<file path="config.mk">
export PLATFORM = sky130hd
export DESIGN_NAME = mux_scan_ctrl_flat
export DESIGN_NICKNAME = d
export VERILOG_FILES = /design/src/rtl/mux_scan_ctrl_pkg.sv /design/src/rtl/mux_scan_ctrl_if.sv /design/src/rtl/mux_scan_timer.sv /design/src/rtl/mux_scan_ctrl.sv /design/src/flat_wrapper.sv
export SDC_FILE = /design/constraint.sdc
export NUM_CORES = 1
export LEC_CHECK = 0
export ABC_CLOCK_PERIOD_IN_PS = 1980
export CORE_MARGIN = 2
export CORE_UTILIZATION = 35
export DETAILED_ROUTE_END_ITERATION = 16
export PLACE_DENSITY = 0.51
export SLEW_MARGIN = 20
export SYNTH_ARGS = -nofsm -noshare
export SYNTH_HDL_FRONTEND = slang
export SYNTH_SLANG_ARGS = --single-unit
export TNS_END_PERCENT = 50
</file>
<file path="constraint.sdc">
create_clock -name clk -period 1.98 [get_ports clk]
set_input_delay 0.396 -clock clk [delete_from_list [all_inputs] [get_ports clk]]
set_output_delay 0.396 -clock clk [all_outputs]
set_load 0.01 [all_outputs]
</file>
<file path="src/rtl/mux_scan_ctrl_pkg.sv">
// Shared types and sizes for the 16-channel mux scan controller.
// Pure declarations: no latency, no flow control.
package mux_scan_ctrl_pkg;

    localparam int N_CH  = 16;
    localparam int SEL_W = 4;

    typedef enum logic [1:0] {
        IDLE = 2'd0,
        SCAN = 2'd1,
        HOLD = 2'd2
    } state_e;

endpackage

</file>
<file path="src/rtl/mux_scan_ctrl_if.sv">
// Scan request, mux select/return and captured-word handshake bundle.
// master = controller side, slave = requester/consumer/mux side.
interface mux_scan_ctrl_if;
    import mux_scan_ctrl_pkg::*;

    logic             start;
    logic [SEL_W-1:0] sel;
    logic             mux_y;
    logic [N_CH-1:0]  data;
    logic             valid;
    logic             ready;
    logic             busy;

    modport master (
        input  start, mux_y, ready,
        output sel, data, valid, busy
    );

    modport slave (
        output start, mux_y, ready,
        input  sel, data, valid, busy
    );

endinterface

</file>
<file path="src/rtl/mux_scan_timer.sv">
// Settle counter (0..SETTLE-1) nested under a 4-bit channel counter.
// Strobes are combinational from the registered counts; no backpressure.
module mux_scan_timer
    import mux_scan_ctrl_pkg::*;
#(
    parameter int SETTLE = 1
) (
    input  logic             clk,
    input  logic             rst_n,
    input  logic             clr_i,
    input  logic             en_i,
    output logic [SEL_W-1:0] chan_o,
    output logic             last_settle_o,
    output logic             last_chan_o
);

    localparam logic [1:0]       SETTLE_MAX = 2'(SETTLE - 1);
    localparam logic [SEL_W-1:0] CHAN_MAX   = SEL_W'(N_CH - 1);

    logic [1:0]       settle_q, settle_d;
    logic [SEL_W-1:0] chan_q, chan_d;

    assign last_settle_o = (settle_q == SETTLE_MAX);
    assign last_chan_o   = (chan_q == CHAN_MAX);
    assign chan_o        = chan_q;

    // Channel only advances on the last settle cycle, so sel never moves mid-settle.
    always_comb begin
        settle_d = settle_q;
        chan_d   = chan_q;
        if (clr_i) begin
            settle_d = '0;
            chan_d   = '0;
        end else if (en_i) begin
            if (last_settle_o) begin
                settle_d = '0;
                chan_d   = chan_q + 1'b1;
            end else begin
                settle_d = settle_q + 1'b1;
            end
        end
    end

    always_ff @(posedge clk or negedge rst_n) begin
        if (!rst_n) begin
            settle_q <= '0;
            chan_q   <= '0;
        end else begin
            settle_q <= settle_d;
            chan_q   <= chan_d;
        end
    end

endmodule

</file>
<file path="src/rtl/mux_scan_ctrl.sv">
// Walks sel 0..15 (SETTLE cycles each), captures mux_y per channel, presents the word.
// valid rises 16*SETTLE cycles after SCAN entry; word held in HOLD until valid&&ready.
module mux_scan_ctrl
    import mux_scan_ctrl_pkg::*;
#(
    parameter int SETTLE = 1
) (
    input  logic            clk,
    input  logic            rst_n,
    mux_scan_ctrl_if.master bus
);

    state_e           state_q, state_d;
    logic [N_CH-1:0]  cap_q, cap_d;
    logic [N_CH-1:0]  data_q, data_d;
    logic             scan_go;
    logic [SEL_W-1:0] chan;
    logic             last_settle;
    logic             last_chan;

    mux_scan_timer #(.SETTLE(SETTLE)) u_timer (
        .clk           (clk),
        .rst_n         (rst_n),
        .clr_i         (scan_go),
        .en_i          (state_q == SCAN),
        .chan_o        (chan),
        .last_settle_o (last_settle),
        .last_chan_o   (last_chan)
    );

    always_comb begin
        state_d = state_q;
        cap_d   = cap_q;
        data_d  = data_q;
        scan_go = 1'b0;
        case (state_q)
            IDLE: begin
                if (bus.start) begin
                    scan_go = 1'b1;
                    state_d = SCAN;
                end
            end
            SCAN: begin
                if (last_settle) begin
                    cap_d[chan] = bus.mux_y;
                    if (last_chan) begin
                        data_d  = cap_d;
                        state_d = HOLD;
                    end
                end
            end
            HOLD: begin
                if (bus.ready) begin
                    scan_go = bus.start;
                    state_d = bus.start ? SCAN : IDLE;
                end
            end
            default: state_d = IDLE;
        endcase
        // Fresh capture per scan so no bit survives from the previous word.
        if (scan_go) begin
            cap_d = '0;
        end
    end

    always_ff @(posedge clk or negedge rst_n) begin
        if (!rst_n) begin
            state_q <= IDLE;
            cap_q   <= '0;
            data_q  <= '0;
        end else begin
            state_q <= state_d;
            cap_q   <= cap_d;
            data_q  <= data_d;
        end
    end

    assign bus.sel   = (state_q == SCAN) ? chan : '0;
    assign bus.data  = data_q;
    assign bus.valid = (state_q == HOLD);
    assign bus.busy  = (state_q != IDLE);

endmodule

</file>
<file path="src/flat_wrapper.sv">
// flat-port wrapper written by rule: the top's interface ports become plain ports
module mux_scan_ctrl_flat import mux_scan_ctrl_pkg::*;
#(
    parameter int SETTLE = 1
)
  (clk, rst_n, bus_start, bus_mux_y, bus_ready, bus_sel, bus_data, bus_valid, bus_busy);
  mux_scan_ctrl_if bus_i ();
  input  logic clk;
  input  logic rst_n;
  input wire logic [$bits(bus_i.start)-1:0] bus_start;
  input wire logic [$bits(bus_i.mux_y)-1:0] bus_mux_y;
  input wire logic [$bits(bus_i.ready)-1:0] bus_ready;
  output wire logic [$bits(bus_i.sel)-1:0] bus_sel;
  output wire logic [$bits(bus_i.data)-1:0] bus_data;
  output wire logic [$bits(bus_i.valid)-1:0] bus_valid;
  output wire logic [$bits(bus_i.busy)-1:0] bus_busy;
  assign bus_i.start = bus_start;
  assign bus_i.mux_y = bus_mux_y;
  assign bus_i.ready = bus_ready;
  assign bus_sel = bus_i.sel;
  assign bus_data = bus_i.data;
  assign bus_valid = bus_i.valid;
  assign bus_busy = bus_i.busy;
  mux_scan_ctrl #(.SETTLE(SETTLE)) u_core (.clk(clk), .rst_n(rst_n), .bus(bus_i));
endmodule
</file>
* Word level (Yosys, flattened, before mapping)
Cells that the tools add are included.
Storage, ports and cells: register bits 40, logic and storage cells 47, input port bits 5, output and inout bits 22
Cells by class: reduce and logical (&&, ||, !) cells 9, order comparisons 2, add/sub/neg operators 2, mux-type cells 22, equality and inequality tests 7
Operators with widths (number):
- $mux 16 | 3
- $bwmux 16 | 1
- $mux 4 | 4
- $mux 2 | 7
- $pmux 2 s3 | 1
- $reduce_bool 2->1 | 3
- $lt 4x5->1 const B | 1
- $add 4x1->4 const B | 1
- $demux 1 s4 | 1
- $eq 4x4->1 const B | 1
- $ge 4x1->1 const B | 1
- $logic_not 2->1 | 2
- $mux 1 | 4
- $ne 2x1->1 const B | 2
- $ne 2x2->1 const B | 2
- $reduce_and 4->1 | 1
- $reduce_and 3->1 | 1
- $add 2x1->2 const B | 1
- $eq 2x1->1 const B | 1
- $eq 2x2->1 const B | 1
- $pmux 1 s2 | 1
- $reduce_and 2->1 | 1
- $logic_and 1x1->1 | 1

* Logic depth before layout (Yosys ltp)
Gate-level depths: netlist of the first run.
depth in word-level cells 8, depth in mapped cells 7, mapped depth without buffers 6

* Modules after synthesis
Synthesis of the first run repeated with hierarchy kept, for this count alone.
Second synthesis, totals: cells, all modules 171, area total of the unflattened synthesis 1985.7 sq um
By module, submodules not included:
- mux_scan_ctrl | seq. area each 850.8 sq um, area an instance 1685.4 sq um, cells an instance 142, instances 1
- mux_scan_timer | seq. area each 150.1 sq um, area an instance 300.3 sq um, cells an instance 29, instances 1

* Worst setup path before layout of the first run
Ideal clock, no wire load.
path kind flip-flop to flip-flop, start point register u_core.u_timer.settle_q[0], end point register u_core.data_q[15], in the netlist u_core.bus.data[15], cell stages (with the launch flop) 6, buffers on the path 0, slack 0.500 ns, clock period less this slack 1.480 ns, library setup time 0.125 ns, arrival 1.355 ns, data required time 1.855 ns, path through dfrtp_1 inv_1 ha_1 nand3b_4 nor3_4 mux2_2
On the way: word-level cells in the longest chain between the ends 2
RTL lines:
- from (decl) | RTL line mux_scan_timer.sv:20 | logic [1:0] settle_q, settle_d;
- from (signal assigned) | RTL line mux_scan_timer.sv:49 | settle_q <= settle_d;
- $logic_not 2->1 | RTL line mux_scan_timer.sv:23 | assign last_settle_o = (settle_q == SETTLE_MAX);
- $reduce_and 3->1 (no line)
- to (signal assigned) | RTL line mux_scan_ctrl.sv:74 | data_q <= data_d;
- to (decl) | RTL line mux_scan_ctrl.sv:15 | logic [N_CH-1:0] data_q, data_d;
Every way passes these cells. A chain may end at the register's enable or synchronous reset.

* Worst setup path in the final report of the first run
start point register u_core.state_q[0], end point output port bus_busy
On the way: word-level cells in the longest chain between the ends 1
RTL lines:
- from (decl) | RTL line mux_scan_ctrl.sv:13 | state_e state_q, state_d;
- from (signal assigned) | RTL line mux_scan_ctrl.sv:72 | state_q <= state_d;
- $reduce_bool 2->1 | RTL line mux_scan_ctrl.sv:81 | assign bus.busy = (state_q != IDLE);
- to (decl) | RTL line flat_wrapper.sv:16 | output wire logic [$bits(bus_i.busy)-1:0] bus_busy;
Every way passes these cells.

==> qor.yml, run 1 <==
status: "finished clean"
via_per_inst: 4.81
syn_nets: 217
syn-cell-area_um2: 1970
die_y_um: 79.1
clock_path_buffers: 2
die_area_um2: 6250
fp.dieW_um: 79.1
cts-root-buf: "clkbuf_8"
initial_core_util_pct: 36.1
dpl.cell_count: 300
dpl.hpwl_um: 2790
drt_pass1_iterations: 4
fmax_ghz: 0.562
cp-startpoint: "u_core.state_q[0]"
drc_errors: 0
diodes: 0
holdCritPathClass: "input pin to asynchronous set/reset pin"
synthCells: 206
seq_area_frac_synth_pct: 49.5
antenna_found_initial: 0
critPathArrivalTime_ps: 1380
cp-end-kind: "primary output"
drive_above_1_share_pct: 11.4
final_cell_mix: "39 x dfrtp_1, 31 x a21oi_1, 25 x o21ai_0"
fin_cells: 308
cts_resized: 6
fin_crit_sh_pct: 89.9
leakage_nw: 1.15
ant_nets: 0
vdd_ir_drop_max_uv: 556
rows: 27
finalClockSkew_ps: 6.52
worst_pin_slew_ps: 463
crit_type: "register to primary output"
clock_sinks: 39
setup_viol: 0
drtIter0Drc: 64
final_cell_area_um2: 2460
finalCriticalPeriod_ps: 1780
p_per_area_nw_per_um2: 1450
post_cts_buffers: 0
clk_pin_slew_worst_paths_ps: 80
ys_warn_count: 0
num-nets-final: 246
slew_viol_final: 0
numCtsBuffers: 5
pin_count: 27
htreeDepth: 2
wl_per_cell_um: 13.3
synth_top_cell_area_share_pct: 49.5
place_congestion: 0.690
vias: 1480
ys_types: 30
placed_cell_area_um2: 2330
rsz0062_at_grt: "false"
overflow: 0
grt_max_degree: 22
num-fill-cells: 544
rr_worst_depth: 7
grt_pass1_vias: 1451
hold_viol: 0
design.core.area_um2: 5470
synth.largest_area_cell: "dfrtp_1"
relSlewSlack_pct: 69.1
multi_input_area_um2: 890
start_kind: "register"
ys_top_cells_by_area: "dfrtp_1 49%, a21oi_1 7.9%, mux2i_1 7.1%, o21ai_0 6.3%, nor2_1 4.0%"
setup_tns_ps: 0
syn_avg_cell_area_um2: 9.58
seq_area_um2: 976
io_buffers: 26
syn2layout_area_growth_pct: 24.9
drv_cap: 0
wl_um: 4110
track_usage_pct: 14.4
cts_hold_buffers: 0
grt_pass1_wl_um: 7020
regToRegStartpoint: "u_core.u_timer.settle_q[0]"
cp_max_fo: 5
worstPathRequired_ps: 1580
ys_seq_elements: 39
fin_util_pct: 45.0
final_common_cell: "dfrtp_1"
clk_latency_ps: 290
cts_tree: "yes"
[layer usage]
| layer | vias up | wire, um | GRT usage [%] |
|---|---|---|---|
| met4 | 0 | 42 | 4.66 |
| met3 | 5 | 110 | 3.07 |
| met2 | 19 | 1910 | 22.9 |
| met5 | - | 0 | 0 |
| met1 | 692 | 2050 | 19.5 |
| li1 | 764 | - | - |
[cell families after synthesis]
kind of cell / count (synthesis) / synth area share, %
AOI/OAI and AO/OA: 65 / 17.8
and+or+nand+nor: 56 / 14.6
DFF: 39 / 49.5
buffers and inverters: 23 / 5.58
muxes: 16 / 8.24
adders and majority gates: 6 / 3.80
xor gates and xnor gates: 1 / 0.444
[cell usage after synthesis]
master,instances
a22o_1,1
or3_1,1
nand4_1,1
clkbuf_1,4
a21oi_1,31
o22ai_1,3
ha_1,6
o21ai_0,25
nand2_1,15
xor2_1,1
and3b_1,1
inv_1,9
nor3_4,1
nand3_1,4
or2_2,1
nor2_1,21
buf_6,1
nor2b_1,5
mux2_2,2
nand3b_4,1
a21o_1,2
and2_1,4
a31oi_1,1
mux2i_1,14
dfrtp_1,39
buf_2,7
o21a_4,1
nand2b_4,1
buf_4,2
o31ai_1,1
[final cells by class]
cell class | instances | area share (%)
Inverter | 9 | 1.37
Tap cell | 72 | 3.65
Multi-Input combinational cell | 144 | 36.1
Clock buffer | 5 | 2.79
Timing Repair Buffer | 36 | 13.8
Clock inverter | 3 | 2.74
Sequential cell | 39 | 39.6
[report_power, final]
part | internal [mW] | leakage [nW] | switching (mW)
sequential | 1.04 | 0.466 | 0.164
combinational | 0.701 | 0.622 | 0.873
clock | 0.503 | 0.0644 | 0.292
[sequential cells by signal, summed over array words and instances, names as in the netlist]
| name | flops |
|---|---|
| u_core.state_q | 2 |
| u_core.bus.data | 16 |
| u_core.u_timer.settle_q | 2 |
| u_core.cap_q | 15 |
| u_core.u_timer.chan_o | 4 |
[stage by stage]
step / hold WS [ps] / power (mW) / setup WS (ps)
3_3_place_gp: 378 / 2.83 / 184
3_5_place_dp: 374 / 2.83 / 175
6_report: 43.0 / 3.57 / 201
5_1_grt: 71.4 / 3.86 / 117
4_1_cts: 52.2 / 3.62 / 49.1
2_1_floorplan: 100 / 2.23 / 500
[path summary, 6_finish.rpt]
kind / slack [ps] / end
worst max-delay path: 200 / bus_busy
worst min-delay path: 40 / u_core.u_timer.settle_q[0]
worst max register to register: 320 / u_core.bus.data[11]
worst min register to register: 510 / u_core.cap_q[3]
max in group asynchronous: 1450 / u_core.bus.data[14]
min in group clk: 510 / u_core.cap_q[3]
[worst max-delay path: stages, from the launching register on]
cell           delay (ps)
dfrtp_1               370
buf_4                 150
or2_2                 280
dlygate4sd2_1         280
No activity file was read; power rests on OpenSTA's default activity.
==> run 2, diff against run 1 <==
--- a/config.mk
+++ b/config.mk
@@ -5,11 +5,12 @@
 export SDC_FILE = /design/constraint.sdc
 export NUM_CORES = 1
 export LEC_CHECK = 0
+export ABC_AREA = 1
 export ABC_CLOCK_PERIOD_IN_PS = 1980
 export CORE_MARGIN = 2
-export CORE_UTILIZATION = 35
+export CORE_UTILIZATION = 54
 export DETAILED_ROUTE_END_ITERATION = 16
-export PLACE_DENSITY = 0.51
+export PLACE_DENSITY = 0.75
 export SLEW_MARGIN = 20
 export SYNTH_ARGS = -nofsm -noshare
 export SYNTH_HDL_FRONTEND = slang
==> qor.yml, run 2 <==
status: "finished clean"
pin_count: 27
syn_nets: 257
synthCells: 246
setup_tns_ps: 0
hold_viol: 0
drt_pass1_iterations: 4
drc_errors: 0
syn2layout_area_growth_pct: 20.2
relSlewSlack_pct: 68.2
via_per_inst: 5.15
worst_pin_slew_ps: 477
setup_viol: 0
antenna_found_initial: 0
drv_cap: 0
seq_area_frac_synth_pct: 49.9
fp.dieW_um: 64.9
num-nets-final: 287
ys_types: 20
clock_path_buffers: 2
holdCritPathClass: "input pin to asynchronous set/reset pin"
io_buffers: 26
clock_sinks: 40
numCtsBuffers: 5
start_kind: "register"
drive_above_1_share_pct: 9.75
grt_max_degree: 22
grt_pass1_wl_um: 7160
final_cell_mix: "83 x nand2_1, 40 x dfrtp_1, 39 x nand3_1"
finalCriticalPeriod_ps: 1820
vias: 1673
final.setup.worst_slack_ps: 158
cts-root-buf: "clkbuf_8"
critPathArrivalTime_ps: 1430
place_congestion: 0.901
worst_path_largest_cell_delay_ps: 530
cp-end-kind: "primary output"
design.core.area_um2: 3610
cts_hold_buffers: 0
overflow: 0
ys_top_cells_by_area: "dfrtp_1 50%, nand2_1 16%, nand3_1 9.7%, o21ai_0 5.7%, ha_1 3.7%"
ant_nets: 0
cts_tree: "yes"
htreeDepth: 2
hold_ws_ps: 54.6
clk_pin_slew_worst_paths_ps: 80
rows: 22
diodes: 0
synth_common_cells: "83 x nand2_1, 40 x dfrtp_1, 39 x nand3_1, 23 x o21ai_0, 18 x inv_1"
grt_pass1_vias: 1600
worstPathRequired_ps: 1580
p_per_area_nw_per_um2: 1410
critPathSlowestCell: "clkdlybuf4s50_1"
dp_slack_ps: 203
ys_warn_count: 0
synth_top_cell_area_share_pct: 49.9
crit_type: "register to primary output"
final_common_cell: "nand2_1"
cts_resized: 7
cp_max_fo: 5
yosysMostFrequentCell: "nand2_1"
synthArstFlopShare_pct: 100
syn_avg_cell_area_um2: 8.15
clk_latency_ps: 290
die_area_um2: 4220
synth.largest_area_cell: "dfrtp_1"
slew_viol_final: 0
post_cts_buffers: 0
synth_ff_type: "dfrtp_1"
wl_um: 4120
die_y_um: 64.9
track_usage_pct: 22.5
dpl.hpwl_um: 2850
initial_core_util_pct: 55.6
rsz0062_at_grt: "false"
vdd_ir_drop_max_uv: 826
finalClockSkew_ps: 6.42
leakage_nw: 1.16
drtIter0Drc: 114
synth_edf_count: 0
fmax_ghz: 0.549
syn-cell-area_um2: 2000
fin_crit_sh_pct: 92.0
crit_chain: "inv_2 > nand2_1 > clkdlybuf4s50_1"
wl_per_cell_um: 12.7
ys_seq_elements: 40
-- run 2: cell count changes in the layout (fill, tap and decap cells not counted), sizes merged, moves of 3 or more --
cell    delta
nand2     +71
nand3     +36
a21oi     -31
mux2i     -14
inv       +11
nor2      -10
o21ai      +6
nor2b      -5
and2       -4
buf        -4
clkbuf     +3
o22ai      -3
-- run 2: cell families after synthesis --
family	count (synthesis)	synth area share (%)
buffers and inverters	29	6.80
AND/OR/NAND/NOR	139	30.8
AO/OA/AOI/OAI	31	8.30
adder cells (fa/ha/maj)	6	3.75
flip-flops	40	49.9
XOR/XNOR	1	0.437
-- run 2: critical path: cells and delay by family (launching register included) --
kind | cells | cell delay [ps]
buffers and inverters | 2 | 610
and+or+nand+nor | 1 | 60
DFF | 1 | 460
-- run 2: layout make-up --
cell class / instances / area [um2]
Sequential cell: 40 / 1000
Multi-Input combinational cell: 177 / 875
Clock buffer: 8 / 90.1
Inverter: 20 / 75.1
Tap cell: 48 / 60.1
Fill cell: 310 / 1200
Timing Repair Buffer: 32 / 308
-- run 2: final timing paths --
check / depth (start not counted) / start / end / slack, ps
worst max-delay path: 3 / u_core.state_q[0] / bus_busy / 160
worst min-delay path: 1 / rst_n / u_core.cap_q[0] / 50
worst max register to register: 7 / u_core.u_timer.chan_o[0] / u_core.bus.data[15] / 310
worst min register to register: 2 / u_core.bus.data[2] / u_core.bus.data[2] / 480
max in group asynchronous: 2 / rst_n / u_core.cap_q[9] / 1460
min in group clk: 2 / u_core.bus.data[2] / u_core.bus.data[2] / 480
-- run 2: layer usage --
metal	up-vias	GRT usage, %	wire (um)
met5	-	0	0
met1	773	30.3	1970
met4	0	7.45	52
li1	854	-	-
met2	41	35.8	1890
met3	5	5.38	207
-- run 2: metrics by stage --
step	cell area (um2)	instances	power [mW]	util, %
after floorplan	2000	246	2.30	-
after global placement	2320	317	2.82	64.2
after detailed placement	2320	317	2.87	64.2
after CTS	2410	325	3.42	66.8
after global routing	2410	325	3.69	66.8
final	2410	325	3.40	66.8
-- run 2: power by group --
group          total, mW  internal [mW]  switching (mW)
clock              0.558          0.284           0.274
combinational       1.58          0.625           0.959
sequential          1.26           1.10           0.154
total               3.40           2.01            1.39
